--- src/rtl/forward_hazard_unit.sv ---
// Operand-forwarding selects and load-use interlock over a shadow scoreboard of EX..stage N writers.
// fwd_sel/stall_id are combinational from state; state moves only on pipe_advance.
module forward_hazard_unit #(
  parameter int NUM_SRC        = 2,
  parameter int NUM_FWD_STAGES = 2,
  parameter int LOAD_LAT       = 1,
  localparam int SEL_W         = $clog2(NUM_FWD_STAGES + 1)
) (
  input  logic                     clk,
  input  logic                     rst,
  input  logic                     pipe_advance,
  input  logic                     flush,
  input  logic                     id_valid,
  input  logic [NUM_SRC*5-1:0]     id_rs_addr,
  input  logic [NUM_SRC-1:0]       id_rs_used,
  input  logic [4:0]               id_rd_addr,
  input  logic                     id_rd_we,
  input  logic                     id_is_load,
  output logic [NUM_SRC*SEL_W-1:0] fwd_sel,
  output logic                     stall_id,
  output logic [31:0]              stall_count
);

  localparam int N = NUM_FWD_STAGES;

  logic             ent_vld  [0:N];
  logic [4:0]       ent_rd   [0:N];
  logic             ent_we   [0:N];
  logic             ent_ld   [0:N];
  logic [4:0]       ex_rs    [0:NUM_SRC-1];
  logic [NUM_SRC-1:0] ex_used;

  logic             id_load;
  logic [4:0]       chk_rs;
  logic             young_ld;

  assign id_load = id_valid && !stall_id && !flush;

  always_ff @(posedge clk) begin
    if (rst) begin
      for (int k = 0; k <= N; k++) begin
        ent_vld[k] <= 1'b0;
        ent_rd[k]  <= 5'd0;
        ent_we[k]  <= 1'b0;
        ent_ld[k]  <= 1'b0;
      end
      for (int i = 0; i < NUM_SRC; i++) ex_rs[i] <= 5'd0;
      ex_used     <= '0;
      stall_count <= 32'd0;
    end else if (pipe_advance) begin
      for (int k = 1; k <= N; k++) begin
        ent_vld[k] <= ent_vld[k-1];
        ent_rd[k]  <= ent_rd[k-1];
        ent_we[k]  <= ent_we[k-1];
        ent_ld[k]  <= ent_ld[k-1];
      end
      // A stalled or squashed ID slot enters EX as a fully cleared bubble.
      ent_vld[0] <= id_load;
      ent_rd[0]  <= id_load ? id_rd_addr : 5'd0;
      ent_we[0]  <= id_load && id_rd_we;
      ent_ld[0]  <= id_load && id_is_load;
      for (int i = 0; i < NUM_SRC; i++)
        ex_rs[i] <= id_load ? id_rs_addr[5*i +: 5] : 5'd0;
      ex_used <= id_load ? id_rs_used : '0;
      if (stall_id && (stall_count != 32'hFFFF_FFFF))
        stall_count <= stall_count + 32'd1;
    end
  end

  // Scan oldest to youngest so the smallest qualifying stage is the last write.
  always_comb begin
    fwd_sel = '0;
    for (int i = 0; i < NUM_SRC; i++) begin
      for (int k = N; k >= 1; k--) begin
        if (ent_vld[k] && ent_we[k] && (ent_rd[k] == ex_rs[i]) &&
            (ex_rs[i] != 5'd0) && ex_used[i] &&
            !(ent_ld[k] && (k < 1 + LOAD_LAT)))
          fwd_sel[SEL_W*i +: SEL_W] = SEL_W'(k);
      end
    end
  end

  // Only the youngest writer of a register decides; a younger ALU writer masks an older load.
  always_comb begin
    stall_id = 1'b0;
    chk_rs   = 5'd0;
    young_ld = 1'b0;
    for (int i = 0; i < NUM_SRC; i++) begin
      chk_rs   = id_rs_addr[5*i +: 5];
      young_ld = 1'b0;
      for (int s = N - 1; s >= 0; s--) begin
        if (ent_vld[s] && ent_we[s] && (ent_rd[s] == chk_rs))
          young_ld = ent_ld[s] && (s < LOAD_LAT);
      end
      if (id_valid && !flush && id_rs_used[i] && (chk_rs != 5'd0) && young_ld)
        stall_id = 1'b1;
    end
  end

endmodule

--- config.mk ---
export PLATFORM = sky130hd
export DESIGN_NAME = forward_hazard_unit
export DESIGN_NICKNAME = d
export VERILOG_FILES = /design/src/rtl/forward_hazard_unit.sv
export SDC_FILE = /design/constraint.sdc
export NUM_CORES = 1
export LEC_CHECK = 0
export ABC_AREA = 1
export CAP_MARGIN = 15
export CORE_UTILIZATION = 54
export DETAILED_ROUTE_END_ITERATION = 8
export PLACE_DENSITY = 0.78
export RECOVER_POWER = 25
export SYNTH_ARGS = -nofsm -noshare
export SYNTH_HDL_FRONTEND = slang
export SYNTH_SLANG_ARGS = --single-unit
--- constraint.sdc ---
create_clock -name clk -period 2.2 [get_ports clk]
set_input_delay 0.22 -clock clk [delete_from_list [all_inputs] [get_ports clk]]
set_output_delay 0.22 -clock clk [all_outputs]
set_load 0.01 [all_outputs]
==> impl_metrics.env, run 1 <==
export IMPL_r2r_start="stall_count[0]"
export IMPL_multi_input_area_um2=1752
export IMPL_clockBufferDepth=2
export IMPL_hp_class="register to register"
export IMPL_cts_tree="yes"
export IMPL_grt_max_degree=36
export IMPL_yosys_area_top_type_share=0.2591
export IMPL_grt_pass1_wl_um=14630
export IMPL_core_area_um2=6832
export IMPL_nNetsFinal=631
export IMPL_critical_path_class="register to output pin"
export IMPL_cts_root_buf="clkbuf_8"
export IMPL_cp_max_fo=3
export IMPL_die_area_um2=7424
export IMPL_synth_warnings=0
export IMPL_required_ps=1980
export IMPL_h_tree_depth=3
export IMPL_ios=61
export IMPL_cts_buffers=9
export IMPL_wl_per_cell_um=12.54
export IMPL_setup_tns_ps=0
export IMPL_avgSynthCellArea_um2=7.190
export IMPL_fillers=598
export IMPL_start_util=0.5599
export IMPL_place_congestion=0.9104
export IMPL_pwr_density_cell_nw_per_um2=540.2
export IMPL_yosysMostFrequentCell="nand2_1"
export IMPL_numPortBuffers=60
export IMPL_cap_violations=0
export IMPL_crit_arrival_ps=1850
export IMPL_synthCells=532
export IMPL_syn2layout_area_growth_pct=24.83
export IMPL_seq_area_um2=1672
export IMPL_clock_latency_ps=350
export IMPL_status="finished clean"
export IMPL_vias_per_cell=5.118
export IMPL_ant_nets=0
export IMPL_via_count=3613
export IMPL_drt_pass1_iterations=4
export IMPL_holdCritStartpoint="stall_count[0]"
export IMPL_hold_violations=0
export IMPL_drive_gt1_frac=0.09836
export IMPL_tightestPinTransition_ps=846.1
export IMPL_ir_drop_v=0.0003477
export IMPL_post_route_period_util=0.9398
export IMPL_synth_area_um2=3825
export IMPL_fmax_mhz=483.7
export IMPL_rows=30
export IMPL_hold_depth=1
export IMPL_dp_cells=685
export IMPL_slew_violations=0
export IMPL_p_leak_nw=2.054
export IMPL_die_h_um=86.16
export IMPL_drt_wl_total_um=8854
export IMPL_worst_r2r_path_depth=12
export IMPL_start_kind="register"
export IMPL_drc=0
export IMPL_synth_edf_count=33
export IMPL_r2r_end="stall_count[30]"
export IMPL_fp_dieW_um=86.16
export IMPL_ff2ff_setup_slack_ps=230
export IMPL_grt_pass1_vias=3302
export IMPL_synth_fp_nets=557
export IMPL_holdPathEnd="stall_count[0]"
export IMPL_drt_iter0_markers=217
export IMPL_diodes=0
export IMPL_synth_largest_area_cell="edfxtp_1"
export IMPL_synth_area_top_cells="edfxtp_1 26%, dfxtp_1 18%, nand2_1 12%"
export IMPL_rsz0062_at_grt="no"
export IMPL_period_needed_ps=2068
export IMPL_grt_util_all_layers=0.2562
export IMPL_cts_sinks=67
export IMPL_grt_ovfl_total=0
export IMPL_clk_pin_slew_worst_paths_ps=70
export IMPL_synth_cell_types=36
export IMPL_setup_viol=0
export IMPL_instances_no_fill=706
export IMPL_ys_ff_latch=67
export IMPL_yosysSeqAreaShare=0.4370
export IMPL_ys_top_cells_by_count="120 x nand2_1, 102 x nor2_1, 94 x inv_1"
export IMPL_antenna_found_initial=0
export IMPL_dp_hpwl_um=6525
export IMPL_synth_ff_type="dfxtp_1"
export IMPL_end_kind="output pin"
export IMPL_max_slew_margin_rel=0.4359
export IMPL_synthArstFlopShare=0
export IMPL_startpoint="ex_rs[0][8]"
export IMPL_clock_skew_ps=11.51
-- power by group --
group | leakage, nW | total, W | switching [W] | internal [W]
registers | 0.637 | 0.00138 | 0.0000302 | 0.00135
clock network | 0.0882 | 0.000972 | 0.000463 | 0.000509
logic | 1.33 | 0.000228 | 0.000128 | 0.000100
-- state kept, by name, summed over array words and instances (netlist names) --
signal       flops
ent_ld           2
ex_rs           10
ent_rd          15
ent_we           3
ex_used          2
stall_count     32
ent_vld          3
-- cells in the final DEF, fill, tap and decap left out, types with 3 or more instances in the layout --
cell type and instances:
clkdlybuf4s50_1 54, xor2_1 3, nor2_4 3, nor2_2 6
o21ai_0 6, nand3_1 32, edfxtp_1 33, nor3_1 9
nor2_1 102, inv_1 94, dfxtp_1 34, nand4_1 15
o21ai_2 3, inv_2 3, o21bai_2 5, nand2_2 4
clkbuf_8 9, dlygate4sd2_1 3, or2_2 4, xnor2_1 5
a21oi_1 14, buf_4 11, nor4_1 5, o22ai_1 5
clkbuf_1 3, nand2_1 120
-- critical path, cell delays in order (launching register included) --
cell	delay, ps
edfxtp_1	430
inv_1	130
or2_2	120
nand4_1	60
nor3_1	190
nand4_1	120
nor3_1	180
dlygate4sd2_1	280
-- layout make-up --
| class | count | share of cell area |
|---|---|---|
| inverters | 97 | 0.07626 |
| clock inverters | 4 | 0.008910 |
| flip-flops and latches | 67 | 0.3501 |
| clock buffers | 11 | 0.02752 |
| well taps | 96 | 0.02516 |
| multi-input cells | 358 | 0.3669 |
| repair buffers | 73 | 0.1452 |
-- kinds of logic after synthesis --
logic type | Yosys count | share of synthesized area
simple gates | 309 | 0.3562
flops | 67 | 0.4370
compound gates | 40 | 0.07328
buf+inv | 107 | 0.1119
fa+ha+maj | 1 | 0.003271
xor+xnor | 8 | 0.01832
-- repair_timing --
item,CTS,global route
resized for setup,5,4
pin swaps,1,0
buffers inserted,6,0
endpoints found under the setup margin,5,13
hold buffers,0,0
-- worst max-delay path by stage --
| stage | endpoint | slack, ps |
|---|---|---|
| 4_1_cts | fwd_sel[2] | 10 |
| 3_3_place_gp | stall_count[19] | 100 |
| 3_5_place_dp | stall_count[0] | 20 |
| 2_1_floorplan | stall_count[20] | 400 |
| 6_report | fwd_sel[3] | 130 |
| 5_1_grt | stall_count[30] | 20 |
-- through the flow --
step	cell area, um2	power, W	utilization	setup WS, ps	hold slack [ps]
4_1_cts	4773	0.002586	0.6987	9.930	499.9
2_1_floorplan	3825	0.001528	-	403.8	388.1
3_3_place_gp	4547	0.001617	0.6656	99.12	478.6
3_5_place_dp	4547	0.001624	0.6656	21.72	489.4
6_report	4775	0.002579	0.6989	132.5	497.4
5_1_grt	4775	0.002665	0.6989	16.70	527.0
-- metal layers --
layer | global-route usage | wire (um)
met1 | 0.3329 | 4021
met2 | 0.4185 | 4027
met3 | 0.04331 | 626
met4 | 0.1167 | 178
met5 | 0 | 0
No activity file was read; power rests on OpenSTA's default activity.
==> run 2, diff against run 1 <==
==> constraint.sdc (replaced) <==
create_clock -name clk -period 2.2 [get_ports clk]
set_input_delay 0.22 -clock clk [delete_from_list [all_inputs] [get_ports clk]]
set_output_delay 0.22 -clock clk [all_outputs]
set_load 0.1 [all_outputs]
==> run 2 against run 1 <==
Sequential share of layout area rose by 1.0 points; clock power rose by 4%; die area did not move; largest power group unchanged; maximum frequency fell by 0.87%; core utilization fell by 0.77 points; wire length fell by 1.4%; first-iteration DRC count fell by 7.4%; combinational power fell by 3%; sequential power barely moved.
==> impl_metrics.env, run 2 (synthesis results as in run 1) <==
export IMPL_grt_util_all_layers=0.2587
export IMPL_met3_length_um=292
export IMPL_rows=30
export IMPL_clock_skew_ps=14.72
export IMPL_crit_arrival_ps=1870
export IMPL_crit_family="flip-flops"
export IMPL_h_tree_depth=3
export IMPL_drt_wl_total_um=8727
export IMPL_cts_root_buf="clkbuf_8"
export IMPL_fmax_mhz=479.4
export IMPL_hp_class="register to register"
export IMPL_largest_register_ffs=32
export IMPL_slowest_delay_ps=470
export IMPL_drt_pass1_iterations=5
export IMPL_crit_chain="inv_1 -> o22ai_1 -> a211oi_1 -> nand3_1 -> nor2_2 -> nor3_4 -> buf_12"
export IMPL_cts_buffers=9
export IMPL_holdCritStartpoint="stall_count[22]"
export IMPL_setup_tns_ps=0
export IMPL_die_h_um=86.16
export IMPL_max_slew_margin_rel=0.2244
export IMPL_diodes=0
export IMPL_syn2layout_area_growth_pct=23.45
export IMPL_start_kind="register"
export IMPL_wl_per_cell_um=12.41
export IMPL_start_util=0.5599
export IMPL_nNetsFinal=627
export IMPL_clk_pin_slew_worst_paths_ps=80
export IMPL_drc=0
export IMPL_wl_met2_um=4050
export IMPL_mostFrequentLayoutCell="nand2_1"
export IMPL_core_area_um2=6832
export IMPL_placed_cell_area_um2=4586
export IMPL_setup_viol=0
export IMPL_ant_nets=0
export IMPL_cts_tree="yes"
export IMPL_cp_slowest_cell="edfxtp_1"
export IMPL_pwr_density_cell_nw_per_um2=552.0
export IMPL_ios=61
export IMPL_rsz0062_at_grt="yes"
export IMPL_required_ps=1980
export IMPL_startpoint="ex_rs[0][9]"
export IMPL_hold_violations=0
export IMPL_reg_largest_list="stall_count: 32 flops, ent_rd: 15 flops, ex_rs: 10 flops"
export IMPL_drive_gt1_frac=0.1697
export IMPL_layout_common_cells="120 x nand2_1, 99 x nor2_1, 94 x inv_1, 33 x edfxtp_1, 32 x nand3_1"
export IMPL_grt_pass1_vias=3369
export IMPL_final_area_um2=4722
export IMPL_dp_cells=687
export IMPL_cap_violations=0
export IMPL_p_leak_nw=2.020
export IMPL_wl_met1_um=4254
export IMPL_via_count=3521
export IMPL_hold_buffers=0
export IMPL_die_area_um2=7424
export IMPL_grt_pass1_wl_um=14950
export IMPL_end_kind="output pin"
export IMPL_ir_drop_v=0.0004562
export IMPL_drt_iter0_markers=201
export IMPL_slew_violations=0
export IMPL_cp_max_fo=3
export IMPL_status="finished clean"
export IMPL_utilization=0.6912
export IMPL_dp_hpwl_um=6653
export IMPL_tightestPinTransition_ps=1168
export IMPL_fp_dieW_um=86.16
export IMPL_numPortBuffers=60
export IMPL_largest_register="stall_count"
export IMPL_crit_buf_inv=2
export IMPL_grt_ovfl_total=0
export IMPL_clockBufferDepth=2
export IMPL_top_layer="met4"
export IMPL_grt_max_degree=36
export IMPL_r2r_start="stall_count[0]"
export IMPL_vias_per_cell=5.009
export IMPL_period_needed_ps=2086
export IMPL_place_congestion=0.8792
export IMPL_cts_sinks=67
export IMPL_instances_no_fill=703
export IMPL_antenna_found_initial=0
export IMPL_post_route_period_util=0.9481
export IMPL_critical_path_class="register to output pin"
export IMPL_clock_latency_ps=340
==> run 2: changes by cell type in the layout (fill, tap and decap cells not counted), sizes merged <==
cell           change
clkdlybuf4s50     -32
clkbuf            +20
buf               +15
dlygate4sd2        -3
dlymetal6s2s       -2
bufinv             -1
==> run 2: area by class of cell <==
| type | count | area [um2] |
|---|---|---|
| Clock inverter | 3 | 18.77 |
| Timing Repair Buffer | 69 | 579.3 |
| Tap cell | 96 | 120.1 |
| Multi-Input combinational cell | 358 | 1758 |
| Sequential cell | 67 | 1702 |
| Inverter | 97 | 364.1 |
| Clock buffer | 13 | 180.2 |
| Fill cell | 608 | 2110 |
==> run 2: worst reg2reg max path, delay by kind of cell (launching register included) <==
family                   cells  cell delay, ps
AO/OA/AOI/OAI                1             100
AND/OR/NAND/NOR              8            1020
adder cells (fa/ha/maj)      1             180
buffers and inverters        2             180
flip-flops                   1             370
==> run 2: routing by layer <==
metal / global-route usage / up-vias
li1: - / 1825
met1: 0.3429 / 1614
met2: 0.4170 / 67
met3: 0.05679 / 15
met4: 0.09242 / 0
met5: 0 / -
==> run 2: path summary, 6_finish.rpt <==
kind	end	slack, ps	cells after the start
setup / recovery	fwd_sel[3]	110	7
hold / removal	stall_count[22]	460	1
setup reg to reg	stall_count[19]	250	12
hold reg to reg	stall_count[22]	460	1
==> run 2: stage by stage <==
step | setup WS, ps | total power (W) | hold WS [ps]
finish | 114.3 | 0.002607 | 458.8
global route | -7.870 | 0.002721 | 483.2
CTS | 100.0 | 0.002629 | 461.1
detailed placement | 108.4 | 0.001629 | 448.6
global placement | 135.3 | 0.001624 | 442.5
floorplan | -37.09 | 0.001529 | 388.1
==> run 2: power breakdown <==
group / total (W) / internal [W] / switching [W]
logic: 0.000222 / 0.0000968 / 0.000125
registers: 0.00138 / 0.00135 / 0.0000308
clock network: 0.00101 / 0.000539 / 0.000468
==> run 2: repair_timing <==
item / CTS / global route
endpoints found under the setup margin: 0 / 2
resized for setup: 0 / 2
endpoints found under the hold margin: 0 / 0
setup buffers: 0 / 0
==> run 3, diff against run 2 <==
SLEW_MARGIN = 20   (was not set)
==> results of run 3 <==
The final DEF is identical to that of run 2; final timing and power are the same.
